<file path="config.mk">
export PLATFORM = sky130hd
export DESIGN_NAME = mul_div_unit
export DESIGN_NICKNAME = d
export VERILOG_FILES = /design/src/rtl/mul_div_unit.sv
export SDC_FILE = /design/constraint.sdc
export NUM_CORES = 1
export LEC_CHECK = 0
export ABC_CLOCK_PERIOD_IN_PS = 4400
export BUFFER_PORTS_ARGS = -buffer_cell sky130_fd_sc_hd__buf_2
export CORE_UTILIZATION = 60
export CTS_BUF_LIST = sky130_fd_sc_hd__clkbuf_8
export CTS_CLUSTER_SIZE = 10
export DETAILED_ROUTE_END_ITERATION = 6
export PLACE_DENSITY = 0.91
export SYNTH_ARGS = -nofsm -noshare
export SYNTH_HDL_FRONTEND = slang
export SYNTH_SLANG_ARGS = --single-unit
</file>
<file path="constraint.sdc">
create_clock -name sys_clk -period 4.4 [get_ports sys_clk]
set_input_delay 0.22 -clock sys_clk [delete_from_list [all_inputs] [get_ports sys_clk]]
set_output_delay 0.22 -clock sys_clk [all_outputs]
set_load 0.02 [all_outputs]
</file>
<file path="src/rtl/mul_div_unit.sv">
// mul_div_unit: iterative 32-step multiply / restoring divide with hi/lo result registers.
// Latency: done pulses DATA_WIDTH+1 edges after the start edge; hi/lo load on that same edge.
// Backpressure: start is ignored while busy; a new start is taken on the edge that leaves DONE.
// Build option: define MUL_DIV_UNIT_DIV_EN to include the divide datapath. Without it, the
// divide ops keep the same timing and load hi=lo=0.
module mul_div_unit #(
    parameter int DATA_WIDTH = 32
) (
    input  logic                  sys_clk,
    input  logic                  sys_rst,
    input  logic                  start,
    input  logic [1:0]            op,
    input  logic [DATA_WIDTH-1:0] busA,
    input  logic [DATA_WIDTH-1:0] busB,
    output logic                  busy,
    output logic                  done,
    output logic [DATA_WIDTH-1:0] hi,
    output logic [DATA_WIDTH-1:0] lo
);
    localparam int W  = DATA_WIDTH;
    localparam int CW = $clog2(W) + 1;
    localparam logic [CW-1:0] CNT_LAST = CW'(W);

    typedef enum logic [1:0] {S_IDLE, S_CALC, S_DONE} state_t;

    state_t          state_q, state_d;
    logic [CW-1:0]   cnt_q, cnt_d;
    logic            is_div_q, is_div_d;
    logic            neg_q, neg_d;          // product / quotient needs negation
    logic [W-1:0]    opnd_q, opnd_d;        // multiplicand or divisor magnitude
    logic [2*W-1:0]  acc_q, acc_d;          // {upper, lower} shift accumulator
    logic            busy_q, busy_d;
    logic            done_q, done_d;
    logic [W-1:0]    hi_q, hi_d;
    logic [W-1:0]    lo_q, lo_d;

    logic            a_neg, b_neg;
    logic [W-1:0]    a_mag, b_mag;
    logic [W:0]      mul_sum;
    logic [2*W-1:0]  mul_next, prod;

    assign a_neg = op[0] & busA[W-1];
    assign b_neg = op[0] & busB[W-1];
    assign a_mag = a_neg ? -busA : busA;
    assign b_mag = b_neg ? -busB : busB;

    // Shift-add: add multiplicand to the upper half when the current multiplier bit is set
    assign mul_sum  = {1'b0, acc_q[2*W-1:W]} + (acc_q[0] ? {1'b0, opnd_q} : '0);
    assign mul_next = {mul_sum, acc_q[W-1:1]};
    assign prod     = neg_q ? -acc_q : acc_q;

`ifdef MUL_DIV_UNIT_DIV_EN
    logic            neg_rem_q, neg_rem_d;  // remainder follows dividend sign
    logic            div0_q, div0_d;        // divisor was zero; opnd_q holds raw dividend
    logic [W:0]      rem_sh, rem_diff;
    logic            q_bit;
    logic [W-1:0]    rem_new, quo, rem;
    logic [2*W-1:0]  div_next;

    // Restoring step: shift one dividend bit into the remainder, subtract if it fits
    assign rem_sh   = {acc_q[2*W-1:W], acc_q[W-1]};
    assign rem_diff = rem_sh - {1'b0, opnd_q};
    assign q_bit    = ~rem_diff[W];
    assign rem_new  = q_bit ? rem_diff[W-1:0] : rem_sh[W-1:0];
    assign div_next = {rem_new, acc_q[W-2:0], q_bit};
    assign quo      = neg_q ? -acc_q[W-1:0] : acc_q[W-1:0];
    assign rem      = neg_rem_q ? -acc_q[2*W-1:W] : acc_q[2*W-1:W];
`endif

    // Next-state, datapath step and result load
    always_comb begin
        state_d  = state_q;
        cnt_d    = cnt_q;
        is_div_d = is_div_q;
        neg_d    = neg_q;
        opnd_d   = opnd_q;
        acc_d    = acc_q;
        hi_d     = hi_q;
        lo_d     = lo_q;
`ifdef MUL_DIV_UNIT_DIV_EN
        neg_rem_d = neg_rem_q;
        div0_d    = div0_q;
`endif
        case (state_q)
            S_IDLE, S_DONE: begin
                state_d = S_IDLE;
                if (start) begin
                    state_d  = S_CALC;
                    cnt_d    = '0;
                    is_div_d = op[1];
                    neg_d    = a_neg ^ b_neg;
                    opnd_d   = a_mag;
                    acc_d    = {{W{1'b0}}, b_mag};
`ifdef MUL_DIV_UNIT_DIV_EN
                    neg_rem_d = a_neg;
                    div0_d    = op[1] && (busB == '0);
                    if (op[1]) begin
                        opnd_d = (busB == '0) ? busA : b_mag;
                        acc_d  = {{W{1'b0}}, a_mag};
                    end
`endif
                end
            end
            S_CALC: begin
                if (cnt_q == CNT_LAST) begin
                    state_d = S_DONE;
                    hi_d    = prod[2*W-1:W];
                    lo_d    = prod[W-1:0];
                    if (is_div_q) begin
`ifdef MUL_DIV_UNIT_DIV_EN
                        hi_d = div0_q ? opnd_q : rem;
                        lo_d = div0_q ? '1 : quo;
`else
                        hi_d = '0;
                        lo_d = '0;
`endif
                    end
                end else begin
                    cnt_d = cnt_q + CW'(1);
                    acc_d = mul_next;
`ifdef MUL_DIV_UNIT_DIV_EN
                    if (is_div_q) acc_d = div_next;
`endif
                end
            end
            default: state_d = S_IDLE;
        endcase
        busy_d = (state_d != S_IDLE);
        done_d = (state_d == S_DONE);
    end

    // State and output registers with synchronous reset
    always_ff @(posedge sys_clk) begin
        if (sys_rst) begin
            state_q  <= S_IDLE;
            cnt_q    <= '0;
            is_div_q <= 1'b0;
            neg_q    <= 1'b0;
            opnd_q   <= '0;
            acc_q    <= '0;
            busy_q   <= 1'b0;
            done_q   <= 1'b0;
            hi_q     <= '0;
            lo_q     <= '0;
        end else begin
            state_q  <= state_d;
            cnt_q    <= cnt_d;
            is_div_q <= is_div_d;
            neg_q    <= neg_d;
            opnd_q   <= opnd_d;
            acc_q    <= acc_d;
            busy_q   <= busy_d;
            done_q   <= done_d;
            hi_q     <= hi_d;
            lo_q     <= lo_d;
        end
    end

`ifdef MUL_DIV_UNIT_DIV_EN
    // Divide sign and zero-divisor flags
    always_ff @(posedge sys_clk) begin
        if (sys_rst) begin
            neg_rem_q <= 1'b0;
            div0_q    <= 1'b0;
        end else begin
            neg_rem_q <= neg_rem_d;
            div0_q    <= div0_d;
        end
    end
`endif

    assign busy = busy_q;
    assign done = done_q;
    assign hi   = hi_q;
    assign lo   = lo_q;
endmodule

</file>
==> results_dict.tcl <==
set metrics [dict create \
    final_setup_violation_count 0 \
    cts_num_sinks 172 \
    crit_chain "and2_1 > ha_1 > inv_1 > fa_1 > nor2b_1 > o31a_1 > o31ai_1 > a2111oi_0 > a32oi_1 > a41oi_1 > a21oi_1 > xnor2_1 > a22o_1" \
    static-leakage-power_nw 4.74 \
    critPathCaptureType "register" \
    insertedDiodeCount 0 \
    p_int_mw 2.34 \
    worst_r2r_endpoint "acc_q[59]$_SDFFE_PP0P_" \
    fill_cell_count 1362 \
    power.clock.fraction_pct 32.9 \
    via_per_inst 6.12 \
    area_growth_syn_to_layout_pct 11.5 \
    post_cts.resized_instances 0 \
    maxSlewHeadroom_pct 47.4 \
    max_cap_violations 0 \
    root_buffer "sky130_fd_sc_hd__clkbuf_8" \
    path_max_fanout 12 \
    syn_nets 1439 \
    number_of_input_and_output_port_buffers_inserted 134 \
    hp_class "in2reg" \
    met2_wirelength_um 11500 \
    detail_route.wirelength_um 27400 \
    share_comb_of_total_power_pct 17.7 \
    drt-met1-wl_um 12700 \
    die_area_mm2 0.0179 \
    multiInputGateArea_mm2 0.00660 \
    hold_path.startpoint "op[1]" \
    cts_tree "yes" \
    fmaxAchievable_mhz 263 \
    met3_length_um 2740 \
    hold_viol_final 0 \
    chipWidth_um 134 \
    gr-total-overflow 0 \
    ys.warnings.count 0 \
    ys_top_cells_by_area "sky130_fd_sc_hd__dfxtp_1 (33%), sky130_fd_sc_hd__xor2_1 (7.5%), sky130_fd_sc_hd__nand2_1 (5.3%)" \
    initial_core_util_pct 62.2 \
    insertion_delay_ps 470 \
    critical_path_required_ps 4770 \
    drtAntennaViolNets 0 \
    worst-endpoint-arrival_ps 4160 \
    clk_pin_slew_ps 90 \
    synth.lib_cells_used.distinct 62 \
    rsz_0062_raised_after_global_routing "no" \
    pre_cts_slack_ps 705 \
    cellPowerDensity_mw_per_mm2 297 \
    drc 0 \
    share_seq_of_total_power_pct 49.4 \
    cts.hold.buffers_added 0 \
    core_mm2 0.0168 \
    fin_crit_sh_pct 86.3 \
    whs_path_depth 3 \
    timing_worst_setup_path_type "reg2reg" \
    cts-buffers-inserted 17 \
    synth-edff-count 0 \
    vias 10152 \
    run_status "complete, no violations" \
    worstMarginPinSlew_ps 787 \
    synth_area_mm2 0.0104 \
    sw_share_pct 32.2 \
    startpoint_type "register" \
    routedWlPerCell_um 16.5 \
    skew_ps 11.8 \
    first_global_vias 8846 \
    post-synth-top-area-cell "sky130_fd_sc_hd__dfxtp_1" \
    finish.net_count 1533 \
    final_layout_size_suffix_gt1_share_pct 14.0 \
    num_rows 47 \
    reg2reg_slack_ps 600 \
    peakVddDrop_mv 0.215 \
    grt_start_max_net_pins 79 \
    ff_latch_count_synth 172 \
    topRoutingLayerUsed "met4" \
    wire_length_of_the_first_global_routing_pass_um 44500 \
    most-common-layout-cells "sky130_fd_sc_hd__dfxtp_1 (171), sky130_fd_sc_hd__nand2_1 (148), sky130_fd_sc_hd__buf_2 (134)" \
    ff_latch_area_mm2 0.00344 \
    worst_setup_path_startpoint "acc_q[0]$_SDFFE_PP0P_" \
    maxSlewViolCount 0 \
    synth_area_per_cell_um2 7.82 \
    time_the_worst_path_needs_with_i_o_delays_and_setup_ps 3800 \
    most_common_cell_after_layout_fill_and_taps_aside "sky130_fd_sc_hd__dfxtp_1" \
    critical_path.reg2reg.startpoint "acc_q[0]$_SDFFE_PP0P_" \
    timing.reg2reg.worst_path_depth 13 \
    asr_flop_ratio_synth_pct 0 \
    netlist_instances 1332 \
    post-route-worst-setup-slack_ps 603 \
    seq_area_frac_synth_pct 33.0 \
    grt_antenna_before_repair 0 \
    worst_path_max_delay_cell "sky130_fd_sc_hd__a2111oi_0" \
    ys_dominant_reg_cell "sky130_fd_sc_hd__dfxtp_1" \
    grt_util_all_layers_pct 30.8 \
    total_switching_power_mw 1.11 \
    floorplan.die.height_um 134 \
    timing.setup.tns_ps 0 \
    detail_route.first_pass.iterations 7 \
    share_of_the_synthesized_area_in_the_top_cell_type_pct 33.0 \
    dp.final_hpwl_um 20700 \
    worstHoldEndpoint "is_div_q$_SDFFE_PP0P_" \
    htree_levels 4 \
    drt_iter0_drc 1043 \
    final_util_pct 69.3 \
    top_level_port_count 135 \
    maximum_clock_insertion_buffer_count 2 \
    critical_path_s_largest_stage_delay_ps 640 \
    postCtsSetupBuffers 0 \
    report.power.total_mw 3.45 \
    place_congestion 0.948 \
]
-- routing by layer --
layer	global-route usage (%)	vias up
met1	45.4	4654
met5	0	-
met2	44.6	482
met3	6.99	33
met4	9.03	0
li1	-	4983
-- cell families (layout without fill, tap and decap cells) --
kind of cell	after synthesis	after routing	synth area share, %
simple gates	482	482	22.2
compound gates	396	396	24.6
flops	172	172	33.0
xor+xnor	139	139	11.7
buf+inv	103	210	3.71
fa+ha+maj	38	38	4.63
mux	2	2	0.192
-- critical path: cells and delay by family, from the launching register on --
kind,cells,cell delay [ps]
AO/OA/AOI/OAI,7,1870
XOR/XNOR,1,140
AND/OR/NAND/NOR,2,430
buffers and inverters,1,70
flip-flops,1,620
adder cells (fa/ha/maj),2,580
-- synthesized netlist by cell type, types with 11 or more instances --
cell type	count
sky130_fd_sc_hd__a21oi_1	89
sky130_fd_sc_hd__nor4_1	14
sky130_fd_sc_hd__clkbuf_1	72
sky130_fd_sc_hd__a311oi_1	11
sky130_fd_sc_hd__a211oi_1	41
sky130_fd_sc_hd__nand3_1	33
sky130_fd_sc_hd__xor2_1	89
sky130_fd_sc_hd__dfxtp_1	172
sky130_fd_sc_hd__inv_1	26
sky130_fd_sc_hd__nand2_1	148
sky130_fd_sc_hd__a31oi_1	13
sky130_fd_sc_hd__a22o_1	24
sky130_fd_sc_hd__o21ai_0	105
sky130_fd_sc_hd__nor2_1	132
sky130_fd_sc_hd__o31ai_1	37
sky130_fd_sc_hd__or3_1	20
sky130_fd_sc_hd__a21o_1	15
sky130_fd_sc_hd__nor3_1	27
sky130_fd_sc_hd__nand4_1	11
sky130_fd_sc_hd__xnor2_1	50
sky130_fd_sc_hd__ha_1	37
sky130_fd_sc_hd__and2_1	39
sky130_fd_sc_hd__a22oi_1	13
-- per-stage QoR --
| stage | area [um2] | cells | hold slack [ps] |
|---|---|---|---|
| 6_report | 11600 | 1659 | 13.2 |
| 4_1_cts | 11600 | 1659 | 1.30 |
| 3_5_place_dp | 11200 | 1627 | 437 |
| 2_1_floorplan | 10400 | 1332 | 356 |
| 3_3_place_gp | 11200 | 1627 | 430 |
| 5_1_grt | 11600 | 1659 | 44.8 |
-- power groups by stage --
stage | Combinational (mW) | Clock [mW] | Sequential (mW)
final | 0.611 | 1.13 | 1.70
after global routing | 0.674 | 1.20 | 1.71
after CTS | 0.601 | 1.14 | 1.70
after detailed placement | 0.598 | 0 | 1.74
after global placement | 0.584 | 0 | 1.73
after floorplan | 0.440 | 0 | 1.70
-- cell type report --
| type | count | area share, % |
|---|---|---|
| multi-input cells | 1057 | 56.8 |
| flip-flops and latches | 172 | 29.6 |
| repair buffers | 151 | 6.87 |
| well taps | 220 | 2.37 |
| clock buffers | 18 | 2.13 |
| clock inverters | 14 | 1.28 |
| inverters | 27 | 0.872 |
-- worst max path at each step --
stage,end,slack [ps],depth (start not counted)
3_5_place_dp,acc_q[59]$_SDFFE_PP0P_,710,13
5_1_grt,acc_q[59]$_SDFFE_PP0P_,370,12
3_3_place_gp,acc_q[59]$_SDFFE_PP0P_,850,13
6_report,acc_q[59]$_SDFFE_PP0P_,600,13
4_1_cts,acc_q[59]$_SDFFE_PP0P_,700,13
2_1_floorplan,acc_q[59]$_SDFFE_PP0P_,1000,15
-- registers in the layout, indices dropped and copies added (netlist names) --
| name | flops |
|---|---|
| acc_q | 64 |
| hi | 32 |
| lo | 32 |
| opnd_q | 32 |
| cnt_q | 6 |
| state_q | 2 |
| busy | 1 |
| done | 1 |
| is_div_q | 1 |
| neg_q | 1 |
(Power assumes the default switching activity.)
